==> config.mk <==
export PLATFORM = sky130hd
export DESIGN_NAME = mat_operand_loader_flat
export DESIGN_NICKNAME = d
export VERILOG_FILES = /design/src/rtl/mat_operand_loader_if.sv /design/src/rtl/mat_operand_loader.sv /design/src/flat_wrapper.sv
export SDC_FILE = /design/constraint.sdc
export NUM_CORES = 1
export LEC_CHECK = 0
export CAP_MARGIN = 15
export CORE_MARGIN = 5
export CORE_UTILIZATION = 35
export CTS_BUF_LIST = sky130_fd_sc_hd__clkbuf_16
export CTS_CLUSTER_SIZE = 20
export DETAILED_ROUTE_END_ITERATION = 7
export GPL_TIMING_DRIVEN = 0
export MAX_ROUTING_LAYER = met4
export PLACE_DENSITY = 0.65
export SLEW_MARGIN = 20
export SYNTH_ARGS = -nofsm -noshare
export SYNTH_HDL_FRONTEND = slang
export SYNTH_SLANG_ARGS = --single-unit
==> constraint.sdc <==
create_clock -name clk -period 3.6 [get_ports clk]
set_clock_uncertainty 0.05 [all_clocks]
set_input_delay 0.72 -clock clk [delete_from_list [all_inputs] [get_ports clk]]
set_output_delay 0.72 -clock clk [all_outputs]
set_load 0.01 [all_outputs]
==> src/rtl/mat_operand_loader_if.sv <==
// Upstream descriptor + element stream bundle for mat_operand_loader; master = UI/UART side.
// Both channels complete a beat on valid && ready.
interface mat_operand_loader_if #(
  parameter int ELEM_W = 8
);
  logic              cfg_valid;
  logic              cfg_ready;
  logic [2:0]        cfg_op_sel;
  logic [2:0]        cfg_dim_a_m;
  logic [2:0]        cfg_dim_a_n;
  logic [2:0]        cfg_dim_b_m;
  logic [2:0]        cfg_dim_b_n;
  logic [ELEM_W-1:0] cfg_scalar_k;
  logic              in_valid;
  logic              in_ready;
  logic [ELEM_W-1:0] in_data;

  modport master (
    output cfg_valid, cfg_op_sel, cfg_dim_a_m, cfg_dim_a_n, cfg_dim_b_m, cfg_dim_b_n,
           cfg_scalar_k, in_valid, in_data,
    input  cfg_ready, in_ready
  );

  modport slave (
    input  cfg_valid, cfg_op_sel, cfg_dim_a_m, cfg_dim_a_n, cfg_dim_b_m, cfg_dim_b_n,
           cfg_scalar_k, in_valid, in_data,
    output cfg_ready, in_ready
  );
endinterface

==> src/rtl/mat_operand_loader.sv <==
// Operand loader for the matrix engine: descriptor + row-major bytes -> frozen A/B buses, start pulse; start_op lands elements+2 cycles after cfg.
// Backpressure: cfg_ready only in IDLE, in_ready only in LOAD_A/B; optional WAIT watchdog under LOADER_TIMEOUT_EN.
module mat_operand_loader #(
  parameter int ELEM_W      = 8,
  parameter int MAX_DIM     = 5,
  parameter int TIMEOUT_CYC = 1024
) (
  input  logic                              clk,
  input  logic                              rst,
  mat_operand_loader_if.slave               up_if,
  input  logic                              abort_i,
  input  logic                              op_done_i,
  input  logic                              eng_busy_i,
  input  logic                              eng_error_i,
  output logic                              start_op_o,
  output logic [2:0]                        op_sel_o,
  output logic [MAX_DIM*MAX_DIM*ELEM_W-1:0] matrix_a_flat_o,
  output logic [MAX_DIM*MAX_DIM*ELEM_W-1:0] matrix_b_flat_o,
  output logic [2:0]                        dim_a_m_o,
  output logic [2:0]                        dim_a_n_o,
  output logic [2:0]                        dim_b_m_o,
  output logic [2:0]                        dim_b_n_o,
  output logic [ELEM_W-1:0]                 scalar_k_o,
  output logic                              run_done_o,
  output logic                              run_err_o,
  output logic [1:0]                        err_code_o,
  output logic                              loader_busy_o
);

  localparam int NELEM = MAX_DIM * MAX_DIM;
  localparam int IDX_W = $clog2(NELEM);
  localparam int CNT_W = 6;

  typedef enum logic [2:0] {
    S_IDLE, S_LOAD_A, S_LOAD_B, S_START, S_WAIT, S_CLR, S_DONE
  } state_e;

  typedef struct packed {
    logic [2:0]        op_sel;
    logic [2:0]        a_m;
    logic [2:0]        a_n;
    logic [2:0]        b_m;
    logic [2:0]        b_n;
    logic [ELEM_W-1:0] scalar_k;
  } desc_t;

  state_e                         state_q, state_d;
  desc_t                          desc_q, desc_d;
  logic [NELEM-1:0][ELEM_W-1:0]   a_q, a_d, b_q, b_d;
  logic [IDX_W-1:0]               idx_q, idx_d;
  logic                           clr_pulsed_q, clr_pulsed_d;
  logic                           start_op_q, start_op_d;
  logic                           run_done_q, run_done_d;
  logic                           run_err_q, run_err_d;
  logic [1:0]                     err_code_q, err_code_d;
  logic [CNT_W-1:0]               a_cnt, b_cnt;
  logic                           a_last, b_last;
  logic                           to_hit;

  function automatic logic dim_ok(input logic [2:0] d);
    return (d != 3'd0) && (int'(d) <= MAX_DIM);
  endfunction

  // Only add and multiply consume a B operand.
  function automatic logic needs_b(input logic [2:0] op);
    return (op == 3'd1) || (op == 3'd3);
  endfunction

  assign a_cnt  = {3'b000, desc_q.a_m} * {3'b000, desc_q.a_n};
  assign b_cnt  = {3'b000, desc_q.b_m} * {3'b000, desc_q.b_n};
  assign a_last = (CNT_W'(idx_q) == a_cnt - CNT_W'(1));
  assign b_last = (CNT_W'(idx_q) == b_cnt - CNT_W'(1));

`ifdef LOADER_TIMEOUT_EN
  localparam int TO_W = $clog2(TIMEOUT_CYC + 1);
  logic [TO_W-1:0] to_cnt_q, to_cnt_d;

  always_comb begin
    to_cnt_d = to_cnt_q;
    if (state_q == S_START) to_cnt_d = '0;
    else if (state_q == S_WAIT) to_cnt_d = to_cnt_q + TO_W'(1);
  end

  always_ff @(posedge clk) begin
    if (rst) to_cnt_q <= '0;
    else     to_cnt_q <= to_cnt_d;
  end

  assign to_hit = (state_q == S_WAIT) && (to_cnt_q == TO_W'(TIMEOUT_CYC - 1));
`else
  assign to_hit = 1'b0;
`endif

  always_comb begin
    state_d         = state_q;
    desc_d          = desc_q;
    a_d             = a_q;
    b_d             = b_q;
    idx_d           = idx_q;
    clr_pulsed_d    = clr_pulsed_q;
    start_op_d      = 1'b0;
    run_done_d      = 1'b0;
    run_err_d       = 1'b0;
    err_code_d      = err_code_q;
    up_if.cfg_ready = 1'b0;
    up_if.in_ready  = 1'b0;
    case (state_q)
      S_IDLE: begin
        up_if.cfg_ready = 1'b1;
        if (up_if.cfg_valid) begin
          desc_d = '{op_sel: up_if.cfg_op_sel, a_m: up_if.cfg_dim_a_m, a_n: up_if.cfg_dim_a_n,
                     b_m: up_if.cfg_dim_b_m, b_n: up_if.cfg_dim_b_n, scalar_k: up_if.cfg_scalar_k};
          a_d        = '0;
          b_d        = '0;
          idx_d      = '0;
          err_code_d = 2'd0;
          if (!dim_ok(up_if.cfg_dim_a_m) || !dim_ok(up_if.cfg_dim_a_n) ||
              (needs_b(up_if.cfg_op_sel) &&
               (!dim_ok(up_if.cfg_dim_b_m) || !dim_ok(up_if.cfg_dim_b_n)))) begin
            run_err_d = 1'b1;
          end else begin
            state_d = S_LOAD_A;
          end
        end
      end
      S_LOAD_A: begin
        up_if.in_ready = 1'b1;
        if (abort_i) begin
          state_d = S_IDLE;
        end else if (up_if.in_valid) begin
          a_d[idx_q] = up_if.in_data;
          idx_d      = idx_q + IDX_W'(1);
          if (a_last) begin
            idx_d   = '0;
            state_d = needs_b(desc_q.op_sel) ? S_LOAD_B : S_START;
          end
        end
      end
      S_LOAD_B: begin
        up_if.in_ready = 1'b1;
        if (abort_i) begin
          state_d = S_IDLE;
        end else if (up_if.in_valid) begin
          b_d[idx_q] = up_if.in_data;
          idx_d      = idx_q + IDX_W'(1);
          if (b_last) begin
            idx_d   = '0;
            state_d = S_START;
          end
        end
      end
      S_START: begin
        // Never launch into an engine that is still finishing a previous op.
        if (!eng_busy_i) begin
          start_op_d = 1'b1;
          state_d    = S_WAIT;
        end
      end
      S_WAIT: begin
        if (op_done_i) begin
          state_d = S_DONE;
        end else if (eng_error_i) begin
          clr_pulsed_d = 1'b0;
          state_d      = S_CLR;
        end else if (to_hit) begin
          run_err_d  = 1'b1;
          err_code_d = 2'd2;
          state_d    = S_IDLE;
        end
      end
      S_CLR: begin
        // One start pulse kicks the engine out of ERROR; then wait for it to drop the flag.
        if (!clr_pulsed_q) begin
          start_op_d   = 1'b1;
          clr_pulsed_d = 1'b1;
        end else if (!eng_error_i) begin
          run_err_d  = 1'b1;
          err_code_d = 2'd1;
          state_d    = S_IDLE;
        end
      end
      S_DONE: begin
        run_done_d = 1'b1;
        state_d    = S_IDLE;
      end
      default: state_d = S_IDLE;
    endcase
  end

  always_ff @(posedge clk) begin
    if (rst) begin
      state_q      <= S_IDLE;
      desc_q       <= '0;
      a_q          <= '0;
      b_q          <= '0;
      idx_q        <= '0;
      clr_pulsed_q <= 1'b0;
      start_op_q   <= 1'b0;
      run_done_q   <= 1'b0;
      run_err_q    <= 1'b0;
      err_code_q   <= 2'd0;
    end else begin
      state_q      <= state_d;
      desc_q       <= desc_d;
      a_q          <= a_d;
      b_q          <= b_d;
      idx_q        <= idx_d;
      clr_pulsed_q <= clr_pulsed_d;
      start_op_q   <= start_op_d;
      run_done_q   <= run_done_d;
      run_err_q    <= run_err_d;
      err_code_q   <= err_code_d;
    end
  end

  assign start_op_o      = start_op_q;
  assign op_sel_o        = desc_q.op_sel;
  assign matrix_a_flat_o = a_q;
  assign matrix_b_flat_o = b_q;
  assign dim_a_m_o       = desc_q.a_m;
  assign dim_a_n_o       = desc_q.a_n;
  assign dim_b_m_o       = desc_q.b_m;
  assign dim_b_n_o       = desc_q.b_n;
  assign scalar_k_o      = desc_q.scalar_k;
  assign run_done_o      = run_done_q;
  assign run_err_o       = run_err_q;
  assign err_code_o      = err_code_q;
  assign loader_busy_o   = (state_q != S_IDLE);

endmodule

==> src/flat_wrapper.sv <==
// flat-port wrapper written by rule: the top's interface ports become plain ports
module mat_operand_loader_flat 
#(
  parameter int ELEM_W      = 8,
  parameter int MAX_DIM     = 5,
  parameter int TIMEOUT_CYC = 1024
)
  (clk, rst, abort_i, op_done_i, eng_busy_i, eng_error_i, start_op_o, op_sel_o, matrix_a_flat_o, matrix_b_flat_o, dim_a_m_o, dim_a_n_o, dim_b_m_o, dim_b_n_o, scalar_k_o, run_done_o, run_err_o, err_code_o, loader_busy_o, up_if_cfg_valid, up_if_cfg_op_sel, up_if_cfg_dim_a_m, up_if_cfg_dim_a_n, up_if_cfg_dim_b_m, up_if_cfg_dim_b_n, up_if_cfg_scalar_k, up_if_in_valid, up_if_in_data, up_if_cfg_ready, up_if_in_ready);
  mat_operand_loader_if #(.ELEM_W(ELEM_W)) up_if_i ();
  input  logic clk;
  input  logic rst;
  input  logic abort_i;
  input  logic op_done_i;
  input  logic eng_busy_i;
  input  logic eng_error_i;
  output logic start_op_o;
  output logic [2:0] op_sel_o;
  output logic [MAX_DIM*MAX_DIM*ELEM_W-1:0] matrix_a_flat_o;
  output logic [MAX_DIM*MAX_DIM*ELEM_W-1:0] matrix_b_flat_o;
  output logic [2:0] dim_a_m_o;
  output logic [2:0] dim_a_n_o;
  output logic [2:0] dim_b_m_o;
  output logic [2:0] dim_b_n_o;
  output logic [ELEM_W-1:0] scalar_k_o;
  output logic run_done_o;
  output logic run_err_o;
  output logic [1:0] err_code_o;
  output logic loader_busy_o;
  input wire logic [$bits(up_if_i.cfg_valid)-1:0] up_if_cfg_valid;
  input wire logic [$bits(up_if_i.cfg_op_sel)-1:0] up_if_cfg_op_sel;
  input wire logic [$bits(up_if_i.cfg_dim_a_m)-1:0] up_if_cfg_dim_a_m;
  input wire logic [$bits(up_if_i.cfg_dim_a_n)-1:0] up_if_cfg_dim_a_n;
  input wire logic [$bits(up_if_i.cfg_dim_b_m)-1:0] up_if_cfg_dim_b_m;
  input wire logic [$bits(up_if_i.cfg_dim_b_n)-1:0] up_if_cfg_dim_b_n;
  input wire logic [$bits(up_if_i.cfg_scalar_k)-1:0] up_if_cfg_scalar_k;
  input wire logic [$bits(up_if_i.in_valid)-1:0] up_if_in_valid;
  input wire logic [$bits(up_if_i.in_data)-1:0] up_if_in_data;
  output wire logic [$bits(up_if_i.cfg_ready)-1:0] up_if_cfg_ready;
  output wire logic [$bits(up_if_i.in_ready)-1:0] up_if_in_ready;
  assign up_if_i.cfg_valid = up_if_cfg_valid;
  assign up_if_i.cfg_op_sel = up_if_cfg_op_sel;
  assign up_if_i.cfg_dim_a_m = up_if_cfg_dim_a_m;
  assign up_if_i.cfg_dim_a_n = up_if_cfg_dim_a_n;
  assign up_if_i.cfg_dim_b_m = up_if_cfg_dim_b_m;
  assign up_if_i.cfg_dim_b_n = up_if_cfg_dim_b_n;
  assign up_if_i.cfg_scalar_k = up_if_cfg_scalar_k;
  assign up_if_i.in_valid = up_if_in_valid;
  assign up_if_i.in_data = up_if_in_data;
  assign up_if_cfg_ready = up_if_i.cfg_ready;
  assign up_if_in_ready = up_if_i.in_ready;
  mat_operand_loader #(.ELEM_W(ELEM_W), .MAX_DIM(MAX_DIM), .TIMEOUT_CYC(TIMEOUT_CYC)) u_core (.clk(clk), .rst(rst), .up_if(up_if_i), .abort_i(abort_i), .op_done_i(op_done_i), .eng_busy_i(eng_busy_i), .eng_error_i(eng_error_i), .start_op_o(start_op_o), .op_sel_o(op_sel_o), .matrix_a_flat_o(matrix_a_flat_o), .matrix_b_flat_o(matrix_b_flat_o), .dim_a_m_o(dim_a_m_o), .dim_a_n_o(dim_a_n_o), .dim_b_m_o(dim_b_m_o), .dim_b_n_o(dim_b_n_o), .scalar_k_o(scalar_k_o), .run_done_o(run_done_o), .run_err_o(run_err_o), .err_code_o(err_code_o), .loader_busy_o(loader_busy_o));
endmodule
==> results of run 1 <==
## path summary, 6_finish.rpt
| path | end | depth (start not counted) |
|---|---|---|
| worst min register to register | u_core.scalar_k_o[1] | 2 |
| worst max register to register | u_core.state_q[0] | 10 |
| worst min-delay path | u_core.scalar_k_o[1] | 2 |
| worst max-delay path | u_core.state_q[0] | 10 |
## area by class of cell
class | count | area, sq um | area share [%]
Timing Repair Buffer | 466 | 4660 | 20.0
Clock inverter | 38 | 337 | 1.44
Buffer | 161 | 851 | 3.65
Tap cell | 607 | 759 | 3.26
Multi-Input combinational cell | 1144 | 6720 | 28.8
Clock buffer | 47 | 1180 | 5.05
Sequential cell | 436 | 8730 | 37.4
Antenna cell | 6 | 15.0 | 0.0644
Inverter | 17 | 63.8 | 0.274
## where the power goes
group | internal [W] | total, W | leakage [nW] | switching, W
clock network | 0.00280 | 0.00479 | 0.798 | 0.00200
logic | 0.000268 | 0.000964 | 4.04 | 0.000696
registers | 0.00486 | 0.00489 | 3.51 | 0.0000324
total | 0.00792 | 0.0106 | 8.35 | 0.00273
## state kept, by name, summed over array words and instances (netlist names)
| register | flops |
|---|---|
| u_core.matrix_a_flat_o | 200 |
| u_core.matrix_b_flat_o | 200 |
| u_core.scalar_k_o | 8 |
| u_core.idx_q | 5 |
| u_core.dim_a_m_o | 3 |
| u_core.dim_a_n_o | 3 |
| u_core.dim_b_m_o | 3 |
| u_core.dim_b_n_o | 3 |
| u_core.op_sel_o | 3 |
| u_core.state_q | 3 |
| u_core.clr_pulsed_q | 1 |
| u_core.err_code_o | 1 |
| u_core.run_done_o | 1 |
| u_core.run_err_o | 1 |
| u_core.start_op_o | 1 |
## layer usage
layer  global-route usage (%)  share of wire (%)  routed length (microns)  up-vias
met4                     10.0                3.9                     2760        0
li1                         -                  -                        -     7267
met5                        -                  0                        0        -
met1                     32.1                 39                    27600     7813
met3                     5.43                8.2                     5780      153
met2                     45.1                 48                    34000      785
## per-stage QoR
| step | area, sq um | cells |
|---|---|---|
| CTS | 23300 | 2916 |
| finish | 23300 | 2922 |
| detailed placement | 21800 | 2831 |
| global route | 23300 | 2922 |
| floorplan | 16400 | 1758 |
| global placement | 21800 | 2831 |
## logic make-up (layout without fill, tap and decap cells)
| family | count (synthesis) | in the layout |
|---|---|---|
| compound gates | 511 | 511 |
| flops | 436 | 436 |
| mux | 1 | 1 |
| other cells | 1 | 7 |
| simple gates | 587 | 587 |
| xor+xnor | 18 | 18 |
| buf+inv | 178 | 729 |
| fa+ha+maj | 26 | 26 |
## worst register-to-register path, cell delays in order (launching register included)
cell and delay, ps:
dfxtp_1 490, nand2_1 100, ha_1 320, fa_1 510
fa_1 570, xor2_1 150, nand4b_1 160, nor4b_4 360
a211oi_1 130, or3_1 370, o211a_1 120
## layout by cell type (no fill, tap or decap), types with 15 or more instances in the layout
master           count
clkdlybuf4s50_1    466
buf_4               18
a21oi_1             40
clkbuf_16           47
and3_1              22
ha_1                22
o21ai_2             17
nand2b_1            15
inv_1               33
nand2_1             66
nor2_1             421
dfxtp_1            436
clkbuf_1            64
o21ai_1             33
a22oi_1            402
buf_2               63
==> qor.yml, run 1 <==
endpoint_kind: "flop"
rows: 79
synth_top_cell_area_share_pct: 53.4
post-cts-setup-buffer-count: 0
port_buffers: 466
hold_slack_ps: 411
worstSetupPathType: "reg -> reg"
synth_ff_type: "dfxtp_1"
yosys.area.top_type: "dfxtp_1"
cellPowerDensity_mw_per_mm2: 457
core_sq_mm: 0.0464
critical_path.startpoint_type: "flop"
grt_pass1_vias: 15700
synth_edf_count: 0
postSynthAreaPerCell_sq_um: 9.30
drc: 0
syn_area_sq_mm: 0.0164
utilization_pct: 50.3
synth-compound-area-share_pct: 22.5
crit_family: "adder cells"
maxCapViolCount: 0
ir_drop_mv: 0.325
dr.pass1.iters: 5
drt_iter0_drc: 1472
path_clk_slew_ps: 60
io_pins: 470
tritoncts: "done"
critPathSlowestCell: "fa_1"
routedWlPerCell_microns: 24.0
worst_pin_slew_ps: 817
ctsHoldBuffers: 0
grt_pass1_wl_mm: 101
grt_use_total_pct: 26.9
ant_nets: 0
grt_max_degree: 14
hold_path.class: "reg -> reg"
timing.rr.start: "u_core.dim_a_m_o[0]"
synth_top_family_by_area: "compound AO/OA/AOI/OAI gates"
totalPowerFinal_w: 0.0106
cp_max_fo: 7
finalSetupViolCount: 0
synthArstFlopShare_pct: 0
cts_resized: 0
arrival_ps: 3850
final.setup.tns_ps: 0
critical_path_buf_inv_count: 0
timing.final.max_slew_violations: 0
synth_seq_cells: 436
syn_inst: 1758
path_common_cell: "fa_1"
drt-total-wl_mm: 70.2
clk_latency_ps: 580
synthAdderAreaFrac_pct: 2.17
ys_types: 60
h-tree-depth: 2
ys_seq_area_share_pct: 53.4
leakage_nw: 8.35
dpl_worst_slack_ps: 156
cts_made_buffers: 47
yosysMostFrequentCell: "dfxtp_1"
gp_congestion: 0.885
final_nets: 2338
status: "complete, no violations"
synth_simple_gate_area_share_pct: 15.3
hold_start: "u_core.scalar_k_o[1]"
reg2reg_slack_ps: 170
synth_common_cells: "436 x dfxtp_1, 421 x nor2_1, 402 x a22oi_1"
die_h_microns: 226
die_x_microns: 226
drive_gt1_share_pct: 8.79
nFillCells: 4398
syn_nets: 1823
grt_overflow: 0
fmax_mhz: 292
ys_top_cells_by_area: "dfxtp_1 53%, a22oi_1 18%, nor2_1 9.7%"
clock_sinks: 436
start_util_pct: 35.3
root_buffer: "clkbuf_16"
synthMuxAreaShare_pct: 0.0612
finalHoldViolations: 0
required_ps: 4020
antenna_found_initial: 6
fin_crit_sh_pct: 95.2
cts.path.max_buffers: 3
synth_xor_area_share_pct: 0.964
worst_path_largest_cell_delay_ps: 570
period_minus_slack_ps: 3430
dr_total_vias: 16000
area_growth_pct: 42.5
rsz0062_at_grt: "false"
detail_route.vias_per_cell: 5.48
cp_cell_sequence: "nand2_1, ha_1, fa_1, fa_1, xor2_1, nand4b_1, nor4b_4, a211oi_1, or3_1, o211a_1"
dieArea_sq_mm: 0.0512
max_slew_margin_pct: 45.2
dp.final_hpwl_mm: 53.3
yosys_warnings: 0
crit_start: "u_core.dim_a_m_o[0]"
postLayoutSetupSlackWorst_ps: 171
Note: power is estimated with default switching activity, not from simulation.
==> inputs of run 2 (changes only) <==
Settings changed: CORE_MARGIN 5 to 2.
==> run 2 against run 1 <==
Against the previous run: worst setup slack gained 16 ps; first-iteration DRC count decreased by 8.9%; utilization fell by 0.13 points; wire length down 1.9%; fmax rose by 0.45%; register-to-register slack better by 20 ps.
==> qor.yml, run 2 (synthesis results as in run 1) <==
ant_nets: 0  # unchanged
die_x_microns: 220  # -2.7%
ctsHoldBuffers: 0  # unchanged
postLayoutSetupSlackWorst_ps: 187  # +15.5 ps
tritoncts: "done"
dr.pass1.iters: 5  # unchanged
grt_use_total_pct: 28.1  # +1.2 points
arrival_ps: 3830  # -20 ps
final.setup.tns_ps: 0  # unchanged
clkPwrFrac_pct: 44.2  # -0.8 points
rows: 79  # unchanged
path_common_cell: "fa_1"
dr_total_vias: 15900  # -0.56%
area_growth_pct: 42.1
io_pins: 470  # unchanged
grt_overflow: 0  # unchanged
drive_gt1_share_pct: 8.75  # -0.043 points
multiInputGateArea_sq_mm: 0.00672  # unchanged
regArea_sq_mm: 0.00873  # about the same
worst_path_largest_cell_delay_ps: 560  # about the same
drt-total-wl_mm: 68.8  # -1.9%
dieArea_sq_mm: 0.0485  # -5.2%
design_area_sq_mm: 0.0232  # -0.26%
fin_crit_sh_pct: 94.8  # -0.43 points
maxCapViolCount: 0  # unchanged
hold_path.class: "reg -> reg"
switching_share_pct: 25.9  # +0.29 points
mostFrequentLayoutCells: "466 x clkdlybuf4s50_1, 435 x dfxtp_1, 421 x nor2_1"
status: "complete, no violations"
fmax_mhz: 293  # +0.45%
root_buffer: "clkbuf_16"
critical_path.startpoint_type: "flop"
port_buffers: 466  # unchanged
p_seq_share_pct: 46.6  # +0.7 points
cts.path.max_buffers: 3  # unchanged
antenna_found_initial: 5  # -1
cp_max_fo: 5  # -2
cp_cell_sequence: "nand2_1, ha_1, fa_1, fa_1, xor2_1, nand4b_1, nor4b_4, a211oi_1, or3_1, o211a_1"
finalHoldViolations: 0  # unchanged
grt_pass1_wl_mm: 98.7  # -2.4%
clock_sinks: 436  # unchanged
nFillCells: 4396  # -0.045%
worstSetupPathType: "reg -> reg"
clk_latency_ps: 570  # about the same
timing.final.max_slew_violations: 0  # unchanged
utilization_pct: 50.2  # -0.13 points
final_nets: 2337  # -0.043%
grt_max_degree: 14  # unchanged
dpl_worst_slack_ps: 122  # -34.8 ps
ir_drop_mv: 0.344  # +6.1%
p_comb_share_pct: 9.2  # about the same
rsz0062_at_grt: "false"
required_ps: 4010  # about the same
p_sw_w: 0.00272  # -0.35%
path_clk_slew_ps: 60  # about the same
leakage_nw: 8.30  # -0.59%
cellPowerDensity_mw_per_mm2: 451  # -1.2%
finalSetupViolCount: 0  # unchanged
critPathSlowestCell: "fa_1"
period_minus_slack_ps: 3410  # -15.5 ps
endpoint_kind: "flop"
worst_pin_slew_ps: 1210  # +389 ps
grt_pass1_vias: 15400  # -2.1%
drc: 0  # unchanged
max_slew_margin_pct: 19.6  # -26 points
core_sq_mm: 0.0464  # unchanged
die_h_microns: 220  # -2.7%
start_util_pct: 35.3  # unchanged
gp_congestion: 0.922  # +4.2%
routedWlPerCell_microns: 23.6  # -1.9%
drt_iter0_drc: 1341  # -8.9%
dp.final_hpwl_mm: 51.8  # -2.9%
final_common_cell: "clkdlybuf4s50_1"
cts_made_buffers: 46  # -2.1%
detail_route.vias_per_cell: 5.45  # -0.56%
h-tree-depth: 2  # unchanged
internal_power_w: 0.00777  # -1.9%
placed_area_sq_mm: 0.0218  # about the same
critical_path_buf_inv_count: 0  # unchanged
crit_family: "adder cells"
post-cts-setup-buffer-count: 0  # unchanged
[run 2: final cells by class]
| class | count | share of cell area, % |
|---|---|---|
| antenna | 6 | 0.0646 |
| buffer | 161 | 3.65 |
| clock buffer | 47 | 5.06 |
| clock inverter | 38 | 1.18 |
| inverter | 17 | 0.274 |
| multi-input combinational | 1144 | 28.9 |
| sequential | 436 | 37.5 |
| tap | 607 | 3.27 |
| timing repair buffer | 466 | 20.1 |
[run 2: power by group through the flow]
stage	logic, W	registers, W	clock network [W]
after floorplan	0.000535	0.00500	0
final	0.000968	0.00489	0.00463
after detailed placement	0.000959	0.00499	0
after global routing	0.00103	0.00489	0.00487
after CTS	0.000963	0.00489	0.00469
after global placement	0.000944	0.00499	0
[run 2: worst paths after layout]
| check | to | from | depth (start not counted) | slack [ps] |
|---|---|---|---|---|
| setup / recovery | u_core.state_q[0] | u_core.dim_a_n_o[2] | 10 | 190 |
| hold / removal | u_core.scalar_k_o[2] | u_core.scalar_k_o[2] | 2 | 410 |
| setup reg to reg | u_core.state_q[0] | u_core.dim_a_n_o[2] | 10 | 190 |
| hold reg to reg | u_core.scalar_k_o[2] | u_core.scalar_k_o[2] | 2 | 410 |
[run 2: repair_timing]
| action | 4_1_cts | 5_1_grt |
|---|---|---|
| gates resized for setup | 0 | 1 |
| endpoints found under the hold margin | 0 | 0 |
| endpoints found under the setup margin | 0 | 1 |
[run 2: worst reg2reg max path, cell delays in order, from the launching register on]
cell and delay [ps]:
dfxtp_1 440, nand2_1 90, ha_1 320, fa_1 520, fa_1 560, xor2_1 170
nand4b_1 170, nor4b_4 360, a211oi_1 130, or3_1 360, o211a_1 130
[run 2: through the flow]
stage	hold slack (ps)	cells	power (W)
floorplan	430	1758	0.00553
global placement	393	2831	0.00594
detailed placement	398	2831	0.00595
CTS	407	2916	0.0105
global route	436	2922	0.0108
finish	407	2922	0.0105
[run 2: routing by layer]
metal / vias to the layer above / global-route usage (%) / wire, microns / part of all wire [%]
li1: 7265 / - / - / -
met1: 7789 / 32.9 / 27600 / 40
met2: 740 / 47.3 / 33000 / 48
met3: 134 / 6.74 / 5790 / 8.4
met4: 0 / 9.57 / 2480 / 3.6
met5: - / - / 0 / 0
